File: config.mk
export PLATFORM = sky130hd
export DESIGN_NAME = vdma_stream_to_axi4_wr
export DESIGN_NICKNAME = d
export VERILOG_FILES = /design/src/rtl/vdma_wr_pkg.sv /design/src/rtl/vdma_stream_to_axi4_wr.sv
export SDC_FILE = /design/constraint.sdc
export NUM_CORES = 1
export LEC_CHECK = 0
export ABC_AREA = 1
export CORE_AREA = 2 2 239 241
export CTS_CLUSTER_DIAMETER = 120
export DETAILED_ROUTE_END_ITERATION = 7
export DIE_AREA = 0 0 241 243
export GPL_TIMING_DRIVEN = 0
export SLEW_MARGIN = 30
export SYNTH_ARGS = -nofsm -noshare
export SYNTH_HDL_FRONTEND = slang
export SYNTH_SLANG_ARGS = --single-unit
File: constraint.sdc
create_clock -name axi_aclk -period 8.4 [get_ports axi_aclk]
set_input_delay 1.68 -clock axi_aclk [delete_from_list [all_inputs] [get_ports axi_aclk]]
set_output_delay 1.68 -clock axi_aclk [all_outputs]
set_load 0.1 [all_outputs]
File: src/rtl/vdma_wr_pkg.sv
// VDMA write-channel shared types: FSM state encoding
// and the per-burst length helper.
package vdma_wr_pkg;

  typedef enum logic [1:0] {
    IDLE,
    AW,
    WDATA,
    WRESP
  } state_t;

  function automatic logic [31:0] burst_len(
    input logic [31:0] remaining,
    input logic [31:0] max_len
  );
    return (remaining < max_len) ? remaining : max_len;
  endfunction

endpackage

File: src/rtl/vdma_stream_to_axi4_wr.sv
// VDMA stream-to-AXI4 write master. Ports: axi_aclk/axi_resetn, frame cmd
// (start, base_addr, frame_beats, busy, done), stream s_*, AXI4 AW/W/B.
module vdma_stream_to_axi4_wr
  import vdma_wr_pkg::*;
#(
  parameter int ADDR_WIDTH = 27,
  parameter int DATA_WIDTH = 256,
  parameter int BURST_LEN  = 32,
  parameter int ADDR_INC   = 8,
  parameter int CNT_WIDTH  = 24
) (
  input  logic                  axi_aclk,
  input  logic                  axi_resetn,
  input  logic                  start,
  input  logic [ADDR_WIDTH-1:0] base_addr,
  input  logic [CNT_WIDTH-1:0]  frame_beats,
  output logic                  busy,
  output logic                  done,
  input  logic [DATA_WIDTH-1:0] s_data,
  input  logic                  s_valid,
  output logic                  s_ready,
  output logic [ADDR_WIDTH-1:0] axi_awaddr,
  output logic [7:0]            axi_awlen,
  output logic                  axi_awvalid,
  input  logic                  axi_awready,
  output logic [DATA_WIDTH-1:0] axi_wdata,
  output logic                  axi_wlast,
  output logic                  axi_wvalid,
  input  logic                  axi_wready,
  input  logic                  axi_bvalid,
  output logic                  axi_bready
);

  state_t                state;
  state_t                state_nx;
  logic [ADDR_WIDTH-1:0] cur_addr;
  logic [CNT_WIDTH-1:0]  remaining;
  logic [7:0]            beat_cnt;
  logic [8:0]            nbeats;
  logic [CNT_WIDTH-1:0]  rem_next;
  logic [ADDR_WIDTH-1:0] addr_next;
  logic                  w_fire;

  function automatic logic [7:0] len_of(
    input logic [CNT_WIDTH-1:0] r
  );
    logic [31:0] n;
    n = burst_len(32'(r), 32'(BURST_LEN));
    return 8'(n - 32'd1);
  endfunction

  assign nbeats    = {1'b0, axi_awlen} + 9'd1;
  assign rem_next  = remaining - CNT_WIDTH'(nbeats);
  assign addr_next = cur_addr
                   + ADDR_WIDTH'(32'(nbeats) * 32'(ADDR_INC));

  // W channel is a direct pass-through of the stream
  assign axi_wdata  = s_data;
  assign axi_wvalid = (state == WDATA) && s_valid;
  assign s_ready    = (state == WDATA) && axi_wready;
  assign w_fire     = axi_wvalid && axi_wready;

  always_ff @(posedge axi_aclk or negedge axi_resetn) begin
    if (!axi_resetn) state <= IDLE;
    else             state <= state_nx;
  end

  always_comb begin
    state_nx = state;
    unique case (state)
      IDLE:
        if (start && frame_beats != '0)
          state_nx = AW;
      AW:
        if (axi_awvalid && axi_awready)
          state_nx = WDATA;
      WDATA:
        if (w_fire && axi_wlast)
          state_nx = WRESP;
      WRESP:
        if (axi_bvalid)
          state_nx = (rem_next == '0) ? IDLE : AW;
      default: state_nx = IDLE;
    endcase
  end

  always_ff @(posedge axi_aclk or negedge axi_resetn) begin
    if (!axi_resetn) begin
      busy        <= 1'b0;
      done        <= 1'b0;
      cur_addr    <= '0;
      remaining   <= '0;
      beat_cnt    <= '0;
      axi_awaddr  <= '0;
      axi_awlen   <= '0;
      axi_awvalid <= 1'b0;
      axi_wlast   <= 1'b0;
      axi_bready  <= 1'b0;
    end else begin
      done <= 1'b0;
      unique case (state)
        IDLE: begin
          if (start) begin
            if (frame_beats != '0) begin
              cur_addr  <= base_addr;
              remaining <= frame_beats;
              busy      <= 1'b1;
            end else begin
              done <= 1'b1;
            end
          end
        end
        AW: begin
          if (!axi_awvalid) begin
            axi_awvalid <= 1'b1;
            axi_awaddr  <= cur_addr;
            axi_awlen   <= len_of(remaining);
          end else if (axi_awready) begin
            axi_awvalid <= 1'b0;
            beat_cnt    <= axi_awlen;
            axi_wlast   <= (axi_awlen == 8'd0);
          end
        end
        WDATA: begin
          if (w_fire) begin
            if (axi_wlast) begin
              axi_wlast  <= 1'b0;
              axi_bready <= 1'b1;
            end else begin
              beat_cnt  <= beat_cnt - 8'd1;
              axi_wlast <= (beat_cnt == 8'd1);
            end
          end
        end
        WRESP: begin
          if (axi_bvalid) begin
            axi_bready <= 1'b0;
            remaining  <= rem_next;
            cur_addr   <= addr_next;
            if (rem_next == '0) begin
              busy <= 1'b0;
              done <= 1'b1;
            end else begin
              // next AW goes out the cycle after B
              axi_awvalid <= 1'b1;
              axi_awaddr  <= addr_next;
              axi_awlen   <= len_of(rem_next);
            end
          end
        end
        default: ;
      endcase
    end
  end

endmodule

==> impl_metrics.env, run 1 <==
export IMPL_drtIter0Drc=550
export IMPL_crit_path_top_delay_cell="clkdlybuf4s50_1"
export IMPL_die_area_um2=58600
export IMPL_worst_slew_pin_slew_ns=1.04
export IMPL_synth_top_cell_by_area="dfrtp_1"
export IMPL_r2r_end="axi_awaddr[5]"
export IMPL_relSlewSlack_pct=30.7
export IMPL_ios=612
export IMPL_hold_buffers=0
export IMPL_synth_most_common_cell="nand2_1"
export IMPL_power_density_nw_per_um2=386
export IMPL_grt_ovfl_total=0
export IMPL_synth_cell_types=44
export IMPL_ys_seq_area_share_pct=28.2
export IMPL_holdCritStartpoint="axi_awaddr[13]"
export IMPL_die_width_um=241
export IMPL_path_cells="clkdlybuf4s50_1 -> nand2_1 -> inv_1 -> clkdlybuf4s50_1"
export IMPL_grt_pass1_wl_um=55600
export IMPL_synth_warnings=0
export IMPL_synth_edf_count=0
export IMPL_reg2reg_slack_ns=3.83
export IMPL_fmax_mhz=196
export IMPL_cts_sinks=101
export IMPL_yosys_area_share_simple_pct=24.5
export IMPL_synth_top_family_by_area="buffers and inverters"
export IMPL_drv_slew=0
export IMPL_drc=0
export IMPL_dpl_hpwl_um=32500
export IMPL_use_met2_pct=21.8
export IMPL_async_flop_share_pct=100
export IMPL_hold_path_depth=2
export IMPL_crit_top_cell="clkdlybuf4s50_1"
export IMPL_cap_viol_max_count=0
export IMPL_cts_tree="done"
export IMPL_r2r_cells=25
export IMPL_cp_start_kind="input pin"
export IMPL_worst_setup_path_end_kind="primary output"
export IMPL_globalRoute_busiestLayer="met2"
export IMPL_synth_cells=1277
export IMPL_synthMuxAreaShare_pct=0
export IMPL_power_total_w=0.00529
export IMPL_synth_compound_area_share_pct=12.5
export IMPL_core_area_um2=56000
export IMPL_post_cts_buffers=0
export IMPL_antenna_found_initial=2
export IMPL_cts_root_buf="clkbuf_16"
export IMPL_setup_viol=0
export IMPL_crit_arrival_ns=3.43
export IMPL_clkTransAtPathRegs_ns=0.08
export IMPL_die_y_um=243
export IMPL_fin_crit_ns=5.11
export IMPL_synth_top_area_share_pct=28.2
export IMPL_leakagePower_nw=6.40
export IMPL_r2r_start="axi_awlen[0]"
export IMPL_grt_pass1_vias=9266
export IMPL_finalCritPeriodShare_pct=60.8
export IMPL_cts_max_path_buffers=2
export IMPL_syn_cell_area_um2=8970
export IMPL_crit_type="input pin to primary output"
export IMPL_min_path_type="register to register"
export IMPL_numCtsBuffers=9
export IMPL_ir_drop_mv=0.240
export IMPL_avgSynthCellArea_um2=7.03
export IMPL_grt_max_degree=54
export IMPL_nets=1988
export IMPL_clock_latency_ns=0.38
export IMPL_track_usage_pct=12.6
export IMPL_whs_endpoint="axi_awaddr[13]"
export IMPL_use_met1_pct=15.9
export IMPL_postCtsResizedCells=0
export IMPL_worstPathMaxFanout=2
export IMPL_tns_ns=0
export IMPL_synthAdderAreaFrac_pct=4.35
export IMPL_hold_viol=0
export IMPL_cpPeakStageDelay_ns=1.13
export IMPL_met3_usage_pct=1.56
export IMPL_vias=9421
export IMPL_rsz0062_at_grt="false"
export IMPL_status="complete, no violations"
export IMPL_htreeDepth=3
export IMPL_rows=87
export IMPL_io_buffers=355
export IMPL_wirelength_um=38400
export IMPL_start_util_pct=16.0
export IMPL_dr_pass1_iters=5
export IMPL_synth_area_top_cells="dfrtp_1 28%, buf_4 22%, nand2_1 14%, inv_1 5.4%, o21ai_0 4.4%"
export IMPL_synthXorXnorAreaFrac_pct=1.74
export IMPL_wl_per_cell_um=16.0
export IMPL_required_ns=6.72
export IMPL_gp_congestion=0.876
export IMPL_synth_top_flop_cell="dfrtp_1"
export IMPL_drtAntennaViolNets=0
export IMPL_vias_per_cell=3.92
export IMPL_syn2layout_area_growth_pct=52.8
export IMPL_synth_net_count=1621
export IMPL_synthTopCellsByCount="330 x nand2_1, 259 x buf_4, 129 x inv_1"
export IMPL_post_route_cells_drive_above_1_share_pct=20.8
export IMPL_synth_seq_cells=101
export IMPL_fin_skew_ns=0.0107
==> kinds of logic (layout without fill, tap and decap cells) <==
kind of cell | count (synthesis) | count (layout)
AND/OR/NAND/NOR | 518 | 518
AO/OA/AOI/OAI | 189 | 189
XOR/XNOR | 17 | 17
buffers and inverters | 422 | 794
flip-flops | 101 | 101
other | 0 | 1
adder cells (fa/ha/maj) | 30 | 30
==> critical path, delay by kind of cell <==
family,cells,cell delay (ns)
and+or+nand+nor,1,0.06
buffers and inverters,3,1.69
==> worst max path at each step <==
stage,startpoint,endpoint,slack (ns),cells past startpoint
floorplan,axi_awlen[0],axi_awlen[4],4.17,24
global placement,axi_resetn,axi_awaddr[18],1.24,1
detailed placement,frame_beats[5],remaining[19],3.02,11
CTS,s_valid,axi_wvalid,3.26,4
global route,s_valid,axi_wvalid,3.21,4
finish,s_valid,axi_wvalid,3.29,4
==> power by group <==
part	switching, W	internal [W]
registers	0.000188	0.000728
clock network	0.000234	0.000270
logic	0.00284	0.00103
total	0.00326	0.00203
==> layer usage <==
| layer | wire [um] | vias up |
|---|---|---|
| li1 | - | 4582 |
| met5 | 13 | - |
| met1 | 16300 | 4421 |
| met2 | 19200 | 382 |
| met4 | 910 | 2 |
| met3 | 2070 | 34 |
==> sequential cells by signal, indices dropped and copies added (netlist names) <==
| signal | count |
|---|---|
| axi_awlen | 8 |
| beat_cnt | 8 |
| axi_awvalid | 1 |
| remaining | 24 |
| axi_wlast | 1 |
| done | 1 |
| state | 2 |
| cur_addr | 27 |
| axi_awaddr | 27 |
| busy | 1 |
| axi_bready | 1 |
==> metrics by stage <==
step | instance area [um2] | util, % | instances | hold slack (ns) | setup WS (ns)
floorplan | 8970 | - | 1277 | 0.477 | 4.17
detailed placement | 13400 | 23.9 | 2389 | 0.468 | 3.02
global route | 13700 | 24.5 | 2406 | 0.510 | 3.21
CTS | 13700 | 24.5 | 2405 | 0.489 | 3.26
finish | 13700 | 24.5 | 2406 | 0.481 | 3.29
global placement | 13500 | 24.1 | 2388 | 0.469 | 1.24
==> placed cells by master, fill, tap and decap left out, types with 3 or more instances in the layout <==
master           synthesis  routed
o21ai_2                  4       4
a22oi_1                 15      15
buf_2                    2      29
xor2_1                  10      10
inv_1                  129     129
buf_4                  259     259
nand2_1                330     330
nor2_2                   3       3
o221ai_1                12      12
o21ai_0                 78      78
buf_6                    3       3
clkdlybuf4s50_1          0     327
a21oi_2                  3       3
xnor2_1                  6       6
inv_6                    0       3
nor3_1                  15      15
o21a_1                   3       3
clkbuf_16                0       9
nand3_1                 49      49
nand3b_1                 4       4
o211ai_1                17      17
nor2_1                  72      72
nor4_1                   8       8
clkbuf_1                21      21
inv_2                    5       5
ha_1                    28      28
a21oi_1                 52      52
nand2_2                  8       8
nand4_1                 18      18
dfrtp_1                101     101
==> area by class of cell <==
cell class | instances | area [um2]
antenna | 1 | 2.50
buffer | 286 | 2070
clock buffer | 9 | 225
clock inverter | 7 | 114
fill | 6213 | 42200
inverter | 136 | 513
multi-input combinational | 754 | 3860
sequential | 101 | 2530
tap | 756 | 946
timing repair buffer | 356 | 3450
No activity file was read; power rests on OpenSTA's default activity.
==> run 2: changes to the inputs <==
==> constraint.sdc (replaced) <==
create_clock -name axi_aclk -period 5.25 [get_ports axi_aclk]
set_input_delay 1.05 -clock axi_aclk [delete_from_list [all_inputs] [get_ports axi_aclk]]
set_output_delay 1.05 -clock axi_aclk [all_outputs]
set_load 0.1 [all_outputs]
==> results of run 2 <==
The final DEF is identical to that of run 1. Status: complete, no violations.
Main changes from that run: setup slack after placement 3.02 ns -> 0.495 ns; setup slack after layout 3.29 ns -> 0.675 ns; start point of the critical path s_valid -> axi_awlen[0]; end point of the critical path axi_wvalid -> axi_awaddr[5]; register-to-register setup slack 3.83 ns -> 0.68 ns; total power 0.00529 W -> 0.00846 W; worst IR drop on VDD 0.240 mV -> 0.385 mV
